`config.mk`:
```
export PLATFORM = sky130hd
export DESIGN_NAME = bus_rr_arbiter
export DESIGN_NICKNAME = d
export VERILOG_FILES = /design/src/rtl/bus_rr_arbiter_pkg.sv /design/src/rtl/bus_rr_arbiter_rr_pick.sv /design/src/rtl/bus_rr_arbiter.sv
export SDC_FILE = /design/constraint.sdc
export NUM_CORES = 1
export LEC_CHECK = 0
export BUFFER_PORTS_ARGS = -buffer_cell sky130_fd_sc_hd__buf_2
export CORE_MARGIN = 3
export CORE_UTILIZATION = 45
export DETAILED_ROUTE_END_ITERATION = 10
export PLACE_DENSITY = 0.72
export REMOVE_ABC_BUFFERS = 1
export SYNTH_ARGS = -nofsm -noshare
export SYNTH_HDL_FRONTEND = slang
export SYNTH_SLANG_ARGS = --single-unit
```
`constraint.sdc`:
```
create_clock -name clk -period 4.8 [get_ports clk]
set_input_delay 0.96 -clock clk [delete_from_list [all_inputs] [get_ports clk]]
set_output_delay 0.96 -clock clk [all_outputs]
set_load 0.005 [all_outputs]
```
`src/rtl/bus_rr_arbiter_pkg.sv`:
```
// Shared definitions for the system-bus arbiter: FSM state encodings and the
// maximum master count the 3-bit owner index can address.
package bus_rr_arbiter_pkg;

  localparam int BUS_N_MAX = 8;

  typedef enum logic [1:0] {
    ST_IDLE    = 2'd0,
    ST_OWNED   = 2'd1,
    ST_RELEASE = 2'd2
  } arb_state_e;

endpackage

```
`src/rtl/bus_rr_arbiter_rr_pick.sv`:
```
// Combinational rotate-priority encoder: first set request after 'last' (with
// wrap-around) wins, or the lowest set request when 'fixed' is high.
module rr_pick #(
  parameter int N = 8
) (
  input  logic [N-1:0] req,
  input  logic [2:0]   last,
  input  logic         fixed,
  output logic         any,
  output logic [2:0]   idx,
  output logic [N-1:0] onehot
);

  logic [2:0] cand;

  always_comb begin
    any    = 1'b0;
    idx    = '0;
    onehot = '0;
    cand   = '0;
    for (int i = 0; i < N; i++) begin
      if (fixed) cand = 3'(i);
      else       cand = 3'((int'(last) + 1 + i) % N);
      if (!any && req[cand]) begin
        any          = 1'b1;
        idx          = cand;
        onehot[cand] = 1'b1;
      end
    end
  end

endmodule

```
`src/rtl/bus_rr_arbiter.sv`:
```
// Round-robin system-bus arbiter with a BUS_ready watchdog. A hung owner is revoked,
// flagged on bus_err and kept out of arbitration until it withdraws its request.
module bus_rr_arbiter
  import bus_rr_arbiter_pkg::*;
#(
  parameter int N       = 8,
  parameter int TIMEOUT = 255,
  parameter int TW      = 8,
  parameter bit FIXED   = 1'b0
) (
  input  logic         clk,
  input  logic         clr,
  input  logic [N-1:0] DMA,
  input  logic         BUS_ready,
  output logic [N-1:0] grant,
  output logic         BUS_req,
  output logic [2:0]   owner,
  output logic         bus_err
);

  // state   | meaning
  // IDLE    | no owner, arbitrate among eligible requests
  // OWNED   | grant held while owner requests, watchdog running
  // RELEASE | single grant=0 turnaround cycle after an owner leaves or is revoked

  arb_state_e    state_q, state_d;
  logic [N-1:0]  grant_q, grant_d;
  logic [N-1:0]  blocked_q, blocked_d;
  logic [2:0]    owner_q, owner_d;
  logic [2:0]    last_q, last_d;
  logic [TW-1:0] wdog_q, wdog_d;
  logic          bus_req_q, bus_req_d;
  logic          bus_err_q, bus_err_d;

  logic [N-1:0]  eligible, pick_onehot;
  logic [2:0]    pick_idx;
  logic          pick_any, owner_req;

  assign eligible  = DMA & ~blocked_q;
  assign owner_req = DMA[owner_q];

  rr_pick #(.N(N)) u_pick (
    .req    (eligible),
    .last   (last_q),
    .fixed  (FIXED),
    .any    (pick_any),
    .idx    (pick_idx),
    .onehot (pick_onehot)
  );

  always_comb begin
    state_d   = state_q;
    grant_d   = grant_q;
    owner_d   = owner_q;
    last_d    = last_q;
    wdog_d    = wdog_q;
    bus_err_d = 1'b0;
    blocked_d = blocked_q & DMA;

    case (state_q)
      // The turnaround cycle doubles as an arbitration slot, so the next owner
      // follows a single grant=0 cycle.
      ST_IDLE, ST_RELEASE: begin
        state_d = ST_IDLE;
        if (pick_any) begin
          state_d = ST_OWNED;
          grant_d = pick_onehot;
          owner_d = pick_idx;
          last_d  = pick_idx;
          wdog_d  = '0;
        end
      end
      ST_OWNED: begin
        if (!owner_req) begin
          grant_d = '0;
          state_d = ST_RELEASE;
        end else if (BUS_ready) begin
          wdog_d = '0;
        end else if (wdog_q == TW'(TIMEOUT)) begin
          grant_d   = '0;
          bus_err_d = 1'b1;
          blocked_d = blocked_d | grant_q;
          state_d   = ST_RELEASE;
        end else if (wdog_q != '1) begin
          wdog_d = wdog_q + 1'b1;
        end
      end
      default: begin
        grant_d = '0;
        state_d = ST_IDLE;
      end
    endcase

    bus_req_d = |grant_d;
  end

  always_ff @(posedge clk) begin
    if (!clr) begin
      state_q   <= ST_IDLE;
      grant_q   <= '0;
      owner_q   <= '0;
      last_q    <= 3'(N - 1);
      wdog_q    <= '0;
      blocked_q <= '0;
      bus_req_q <= 1'b0;
      bus_err_q <= 1'b0;
    end else begin
      state_q   <= state_d;
      grant_q   <= grant_d;
      owner_q   <= owner_d;
      last_q    <= last_d;
      wdog_q    <= wdog_d;
      blocked_q <= blocked_d;
      bus_req_q <= bus_req_d;
      bus_err_q <= bus_err_d;
    end
  end

  assign grant   = grant_q;
  assign BUS_req = bus_req_q;
  assign owner   = owner_q;
  assign bus_err = bus_err_q;

endmodule

```
== Word-level counts from Yosys, hierarchy flattened ==
Index checks and enable logic that the tools add are counted.
Widths: inputs -> output; s select.
Storage, ports and cells
  output and inout port bits: 13
  register bits: 34
  input bits: 11
Cells by class
  reduce and logical (&&, ||, !) cells: 30
  muxes and demuxes: 79
  $lt $le $gt $ge: 17
  eq/ne operators: 10
  bitwise gates (word level): 14
  $add $sub $neg: 9
Operators with widths (number)
  $mux 8: 21
  $or 8x8->8: 8
  $lt 3x4->1 const B: 9
  $pmux 8 s2: 2
  $bmux 1 s3: 9
  $mux 1: 27
  $demux 1 s3: 8
  $ge 3x1->1 const B: 8
  $mux 3: 8
  $and 8x8->8: 2
  $logic_and 1x1->1: 15
  $add 3x3->3 const B: 4
  $ne 3x3->1 const B: 4
  $add 8x1->8 const B: 1
  $eq 8x8->1 const B: 1
  $ne 8x8->1 const B: 1
  $not 8->8: 1
  $reduce_or 8->1: 1
  $logic_not 1->1: 7
  $add 3x1->3 const B: 2
  $add 3x2->3 const B: 2
  $mux 2: 3
  $reduce_and 5->1: 1
  $ne 2x2->1 const B: 2
  9 further kinds: 12

== Depth between registers and ports, before layout ==
Gate-level depths: netlist of run 1.
  word-level depth: 29
  mapped depth: 17
  gate-level depth less buffers: 11

== Cells and area by module ==
A second synthesis of run 1 with hierarchy kept.
Unflattened totals
  cell total of the unflattened synthesis: 409
  area, all modules: 3169.3 µm²
Modules (own cells, without submodules)
  bus_rr_arbiter: cells an instance 183, seq. area each 680.7 µm², area each 1632.8 µm², times used 1
  rr_pick: cells an instance 226, seq. area each 0.0 µm², area each 1536.5 µm², times used 1

== Worst setup path before layout of run 1 ==
Ideal clock, no wire load.
  path type: reg-to-reg
  from: register last_q[0]
  to: register bus_req_q, in the netlist BUS_req
  path slack: 1132 ps
  library setup time: 134 ps
  stages on the path, launching flop included: 17
  clock period less this slack: 3668 ps
  data arrival time: 3533 ps
  path through: dfxtp_1 inv_2 buf_6 clkbuf_1 ha_1 buf_6 and4b_1 o41ai_2 a21bo_2 or2_1 buf_6 or3_4 buf_6 o21ai_1 a32oi_1 nor3_1 a41oi_2
On the way
  word-level cells in the longest chain between the ends: 28
  elaborated cells between the ends (all ways): 104
RTL lines
  start, declared: RTL line bus_rr_arbiter.sv:30  | logic [2:0] last_q, last_d;
  start signal, assigned: RTL line bus_rr_arbiter.sv:102  | last_q <= 3'(N - 1);
  start signal, assigned: RTL line bus_rr_arbiter.sv:111  | last_q <= last_d;
  $add 3x1->3 (*): RTL line bus_rr_arbiter_rr_pick.sv:23  | else cand = 3'((int'(last) + 1 + i) % N);
  parallel branches: the longest is 24 deep, another holds $lt 3x4->1
  $mux 8 (*): RTL line bus_rr_arbiter.sv:65  | if (pick_any) begin
  $pmux 8 s2 (*): RTL line bus_rr_arbiter.sv:60  | case (state_q)
  $reduce_or 8->1 (*): RTL line bus_rr_arbiter.sv:94  | bus_req_d = |grant_d;
  end signal, assigned: RTL line bus_rr_arbiter.sv:114  | bus_req_q <= bus_req_d;
  end, declared: RTL line bus_rr_arbiter.sv:32  | logic bus_req_q, bus_req_d;
Mark *: on every way between the ends. The select of a mux whose other input is x is not followed.
A chain may end at the register's enable or synchronous reset.

== Worst setup path in the final report of run 1 ==
Same ends and word-level chain as after synthesis.

==> results.ini, run 1 <==
[routing]
drc = 0
routedWlPerCell_um = 20.2
wl_um = 10400
ant_nets = 0
vias = 3455
drt_pass1_iterations = 6
drt_iter0_drc = 647
via_per_inst = 6.71

[clock_tree]
ctsHoldBuffers = 0
cts_tree = yes
post-cts-setup-buffers = 0
clock-root-buffer = clkbuf_8
cts_htree_levels = 2
clk_latency_ns = 0.29
cts_resized = 0
clock_path_buffers = 2
numCtsBuffers = 5
path_clk_slew_ns = 0.08
cts_sinks = 34

[timing]
drv_slew = 0
period_share = 0.869
worst_slew_margin_rel = 0.453
rsz0062_at_grt = false
worst_slew_pin_slew_ns = 0.810
hold_viol_final = 0
period_needed_ns = 4.17
max_freq_mhz = 240
worst_clock_skew_ns = 0.00939
setup_slack_ns = 0.631
setup_viol = 0
tns_ns = 0

[power_and_ir_drop]
max-vdd-ir-drop_uv = 359
power_per_cell_area_nw_per_um2 = 823
leakage_nw = 1.31

[synth]
syn_avg_cell_area_um2 = 7.99
ys.flop_type = dfxtp_1
synth.top_cells.by_area = dfxtp_1 (21%), mux4_2 (6.3%), nand2_1 (6.2%)
synth.distinct_cells = 85
syn_area_um2 = 3230
synth_area_leader_cell = dfxtp_1
synth-edff-count = 0
ys_seq_area_frac = 0.210
synth_top_area_frac = 0.210
ys_ff_latch = 34
async_reset_ff_frac = 0
synthCells = 405
yosys_warnings = 0

[placement]
pre_cts_slack_ns = 0.774
gp_congestion = 1.07
placed_area_um2 = 3390
place_hpwl_um = 7770
io_buffers = 23

[global_route]
grt_pass1_vias = 3249
antenna_found_initial = 0
track_usage = 0.251
grt_pass1_wl_um = 16900
grt_max_degree = 25
gr-total-overflow = 0

[worst_setup_path]
cp.required_ns = 4.96
path_class = reg2reg
worst_path_max_delay_cell = a2111oi_0
cpPeakStageDelay_ns = 0.71
reg2reg_to = BUS_req$_SDFF_PN0_
crit_fanout = 24
worstReg2RegStart = last_q[0]$_SDFFE_PN1P_
r2r_slack_ns = 0.63
cp_common_cell = buf_4
critPathLaunch = last_q[0]$_SDFFE_PN1P_
worstPathArrival_ns = 4.33
crit_chain = buf_4 > ha_1 > xnor2_2 > buf_4 > mux4_2 > mux2_2 > nand4_1 > nor2_1 > a2111oi_0 > a32oi_1 > nor3_1 > a41oi_2
reg2reg_depth = 12
cp-start-kind = flop
end_kind = flop

[layout]
n_antenna_cell = 0
final_area_um2 = 3480
drive_gt1_frac = 0.177
area_growth_pct = 7.74
nets = 432

[floorplan]
start_util = 0.471
die_h_um = 90.8
core_um2 = 6870
die_w_um = 90.8
rows = 30
die_area_um2 = 8240
ios = 24

[min_path]
hp-class = reg2reg
whs_endpoint = blocked_q[7]$_SDFF_PN0_
worstHoldStart = blocked_q[7]$_SDFF_PN0_
min_path_cells = 2

[job]
drv_cap = 0

[run_status]
status = completed

## registers in the layout, summed over array words and instances, names as in the netlist
signal and flops:
owner 3, grant 8, last_q 3, BUS_req 1, bus_err 1, blocked_q 8, state_q 2, wdog_q 8
## metal layers
metal / wire, um / up-vias / track usage / share of wire
li1: - / 1555 / - / -
met1: 4140 / 1575 / 0.336 / 0.40
met2: 4650 / 272 / 0.390 / 0.45
met3: 1090 / 53 / 0.0367 / 0.11
met4: 509 / 0 / 0.129 / 0.049
met5: 0 / - / 0 / 0
## final cells by class
class | count | area, um^2
timing repair buffer | 34 | 198
multi-input combinational | 337 | 2370
clock inverter | 2 | 12.5
tap | 96 | 120
sequential | 34 | 681
fill | 652 | 3380
clock buffer | 6 | 82.6
inverter | 6 | 22.5
## synthesized netlist by cell type (all sizes together) (3+ instances only)
library cell and number:
nand2 53, nor2 45, dfxtp 34, clkbuf 17, a21oi 16, nand3 16
mux2i 13, nor3 13, o21ai 13, nor2b 12, buf 11, nand2b 11
mux4 9, and3 8, nand4 8, nor4 7, a31oi 6, and2 6
inv 6, a22oi 5, mux2 5, xnor2 5, xor2 5, a221oi 4
nor4bb 4, o22ai 4, o311ai 4, o32ai 4, or3 4, a41oi 3
ha 3, nor4b 3, o21a 3
## worst max path at each step
| stage | to | slack (ns) | cells past startpoint |
|---|---|---|---|
| 2_1_floorplan | BUS_req$_SDFF_PN0_ | -0.38 | 11 |
| 3_3_place_gp | BUS_req$_SDFF_PN0_ | 0.73 | 12 |
| 3_5_place_dp | wdog_q[5]$_SDFFE_PN0P_ | 0.77 | 10 |
| 4_1_cts | BUS_req$_SDFF_PN0_ | 0.81 | 12 |
| 5_1_grt | BUS_req$_SDFF_PN0_ | 0.54 | 12 |
| 6_report | BUS_req$_SDFF_PN0_ | 0.63 | 12 |
## logic make-up after synthesis
| group | count (synthesis) | synth area share |
|---|---|---|
| AOI/OAI and AO/OA | 92 | 0.217 |
| xor gates and xnor gates | 11 | 0.0429 |
| adders and majority gates | 3 | 0.0116 |
| buffers and inverters | 34 | 0.0572 |
| DFF | 34 | 0.210 |
| muxes | 27 | 0.124 |
| and+or+nand+nor | 204 | 0.336 |
## worst max-delay path, delay by kind of cell (launching register included)
kind,cells,cell delay (ns)
XOR/XNOR,1,0.19
multiplexers,2,0.68
buffers and inverters,2,0.58
flip-flops,1,0.36
AO/OA/AOI/OAI,3,1.12
AND/OR/NAND/NOR,3,0.65
adder cells (fa/ha/maj),1,0.45
## stage by stage
stage | power [mW] | util | hold slack [ns] | std cells
after floorplan | 1.93 | - | 0.427 | 377
after global placement | 2.57 | 0.493 | 0.457 | 507
after detailed placement | 2.55 | 0.493 | 0.458 | 507
after CTS | 2.78 | 0.507 | 0.478 | 515
after global routing | 3.03 | 0.507 | 0.485 | 515
final | 2.87 | 0.507 | 0.477 | 515
## placed cells by master, fill, tap and decap left out, drive strengths merged, types with 9 or more instances in the layout
master and n:
nand2b 11, a21oi 16, nand2 53, mux4 9
nand3 16, nor2 45, nor2b 12, nor3 13
dfxtp 34, o21ai 13, mux2i 13, buf 34
## power breakdown
group / total [mW] / leakage, nW / internal, mW / switching [mW]
clock: 0.221 / 0.0472 / 0.115 / 0.105
sequential: 0.424 / 0.277 / 0.339 / 0.0844
combinational: 2.22 / 0.983 / 0.831 / 1.39
total: 2.87 / 1.31 / 1.29 / 1.58
(Power assumes the default switching activity.)
==> run 2: changes to the inputs <==
- MAX_ROUTING_LAYER: default -> met4
==> run 2 against run 1 <==
  * Routed wire length grew 3.5%
  * Non-clock buffer count shrank 1
  * Sequential share of layout area shrank 0.19 points
  * Die area did not move
  * Flip-flop and latch count is the same
  * Worst hold slack improved by 0.0011 ns
  * Power rose by 3.4%
  * Via count is 1.2% lower
==> results.ini, run 2 (synthesis results as in run 1) <==
[power_and_ir_drop]
max-vdd-ir-drop_uv = 596  ; was 359 uV
power_per_cell_area_nw_per_um2 = 843  ; was 823 nW/um^2
power_mw = 2.97  ; was 2.87 mW
leakage_nw = 1.32  ; was 1.31 nW

[routing]
drt_pass1_iterations = 5  ; was 6
wl_um = 10800  ; was 10400 um
drc = 0  ; unchanged
drt_iter0_drc = 422  ; was 647
routedWlPerCell_um = 20.9  ; was 20.2 um
ant_nets = 0  ; unchanged
vias = 3414  ; was 3455
via_per_inst = 6.64  ; was 6.71

[job]
drv_cap = 0  ; unchanged

[floorplan]
die_w_um = 90.8  ; unchanged
core_um2 = 6870  ; unchanged
die_area_um2 = 8240  ; unchanged
die_h_um = 90.8  ; unchanged
start_util = 0.471  ; unchanged
ios = 24  ; unchanged
rows = 30  ; unchanged

[layout]
area_growth_pct = 8.82  ; was 7.74%
drive_gt1_frac = 0.175  ; was 0.177
n_antenna_cell = 0  ; unchanged
stdcell_count = 514  ; was 515
layout_commonest_cell = nand2_1  ; unchanged
final_cell_mix = nand2_1 (53), nor2_1 (43), dfxtp_1 (34)  ; unchanged
nets = 431  ; was 432
fin_util = 0.512  ; was 0.507

[worst_setup_path]
cpPeakStageDelay_ns = 0.79  ; was 0.71 ns
worst_path_max_delay_cell = or4b_1  ; was a2111oi_0
crit_chain = buf_4 > ha_1 > xor2_4 > mux4_2 > mux2i_1 > or4b_1 > o22ai_1 > nor3b_1 > o32ai_1 > nor2b_1 > a41oi_2  ; was buf_4 > ha_1 > xnor2_2 > buf_4 > mux4_2 > mux2_2 > nand4_1 > nor2_1 > a2111oi_0 > a32oi_1 > nor3_1 > a41oi_2
path_class = reg2reg  ; unchanged
cp-start-kind = flop  ; unchanged
end_kind = flop  ; unchanged
cp.required_ns = 5.02  ; was 4.96 ns
crit_fanout = 41  ; was 24
worstPathArrival_ns = 4.20  ; was 4.33 ns

[global_route]
antenna_found_initial = 0  ; unchanged
use_met2 = 0.398  ; was 0.390
grt_pass1_wl_um = 17300  ; was 16900 um
grt_max_degree = 42  ; was 25
gr-total-overflow = 0  ; unchanged
grtUsageMet1 = 0.354  ; was 0.336
grt-busiest-layer = met2  ; unchanged
track_usage = 0.268  ; was 0.251
grt_pass1_vias = 3201  ; was 3249
globalRouteMet3Util = 0.0425  ; was 0.0367

[min_path]
hp-class = reg2reg  ; unchanged

[placement]
io_buffers = 23  ; unchanged
place_inst = 506  ; was 507
place_hpwl_um = 8150  ; was 7770 um
gp_congestion = 0.994  ; was 1.07

[timing]
worst_slew_pin_slew_ns = 0.911  ; was 0.810 ns
setup_viol = 0  ; unchanged
drv_slew = 0  ; unchanged
max_freq_mhz = 251  ; was 240 MHz
rsz0062_at_grt = false  ; unchanged
period_needed_ns = 3.98  ; was 4.17 ns
worst_slew_margin_rel = 0.385  ; was 0.453
worst_clock_skew_ns = 0.0125  ; was 0.00939 ns
hold_viol_final = 0  ; unchanged
period_share = 0.829  ; was 0.869

[clock_tree]
path_clk_slew_ns = 0.07  ; was 0.08 ns
numCtsBuffers = 5  ; unchanged
cts_htree_levels = 2  ; unchanged
post-cts-setup-buffers = 0  ; unchanged
ctsHoldBuffers = 0  ; unchanged
clk_latency_ns = 0.29  ; about the same
cts_resized = 0  ; unchanged
cts_tree = yes  ; unchanged
clock-root-buffer = clkbuf_8  ; unchanged
cts_sinks = 34  ; unchanged
clock_path_buffers = 2  ; unchanged

[run_status]
status = completed  ; unchanged

run 2: cell count changes in the layout (fill, tap and decap cells not counted):
cell,change
buf_4,-1
clkinv_4,+1
clkbuf_8,-1
bufinv_16,+2
clkinv_2,-1
clkinvlp_4,-1
run 2: worst paths after layout:
path	cells past startpoint	slack, ns	end	startpoint
max	11	0.82	BUS_req$_SDFF_PN0_	last_q[0]$_SDFFE_PN1P_
min	2	0.48	blocked_q[7]$_SDFF_PN0_	blocked_q[7]$_SDFF_PN0_
max reg2reg	11	0.82	BUS_req$_SDFF_PN0_	last_q[0]$_SDFFE_PN1P_
min reg2reg	2	0.48	blocked_q[7]$_SDFF_PN0_	blocked_q[7]$_SDFF_PN0_
run 2: layer usage:
metal | wire length (um) | share of wire
met4 | 536 | 0.050
met2 | 4810 | 0.45
met3 | 981 | 0.091
met1 | 4430 | 0.41
met5 | 0 | 0
run 2: area by class of cell:
type | instances | area [um^2]
multi-input cells | 337 | 2370
inverters | 6 | 22.5
flip-flops and latches | 34 | 681
well taps | 96 | 120
repair buffers | 33 | 190
clock buffers | 5 | 68.8
clock inverters | 3 | 68.8
fillers | 659 | 3350
run 2: worst max-delay path: cells and delay by family (launching register included):
kind	cells	cell delay, ns
muxes	2	0.46
DFF	1	0.34
adders and majority gates	1	0.44
buffers and inverters	1	0.40
AOI/OAI and AO/OA	3	0.65
and+or+nand+nor	3	1.35
xor gates and xnor gates	1	0.26
run 2: power breakdown:
| group | internal, mW | switching [mW] | total (mW) |
|---|---|---|---|
| Sequential | 0.339 | 0.0853 | 0.424 |
| Clock | 0.208 | 0.110 | 0.318 |
| Combinational | 0.827 | 1.40 | 2.22 |
| Total | 1.37 | 1.59 | 2.97 |
run 2: stage by stage:
stage	setup slack, ns	setup TNS, ns	hold WS [ns]	cell area (um^2)
after global placement	0.762	0	0.453	3380
after detailed placement	0.765	0	0.466	3380
after global routing	0.587	0	0.500	3520
after floorplan	-0.382	-2.32	0.427	3070
after CTS	0.867	0	0.478	3520
final	0.821	0	0.478	3520
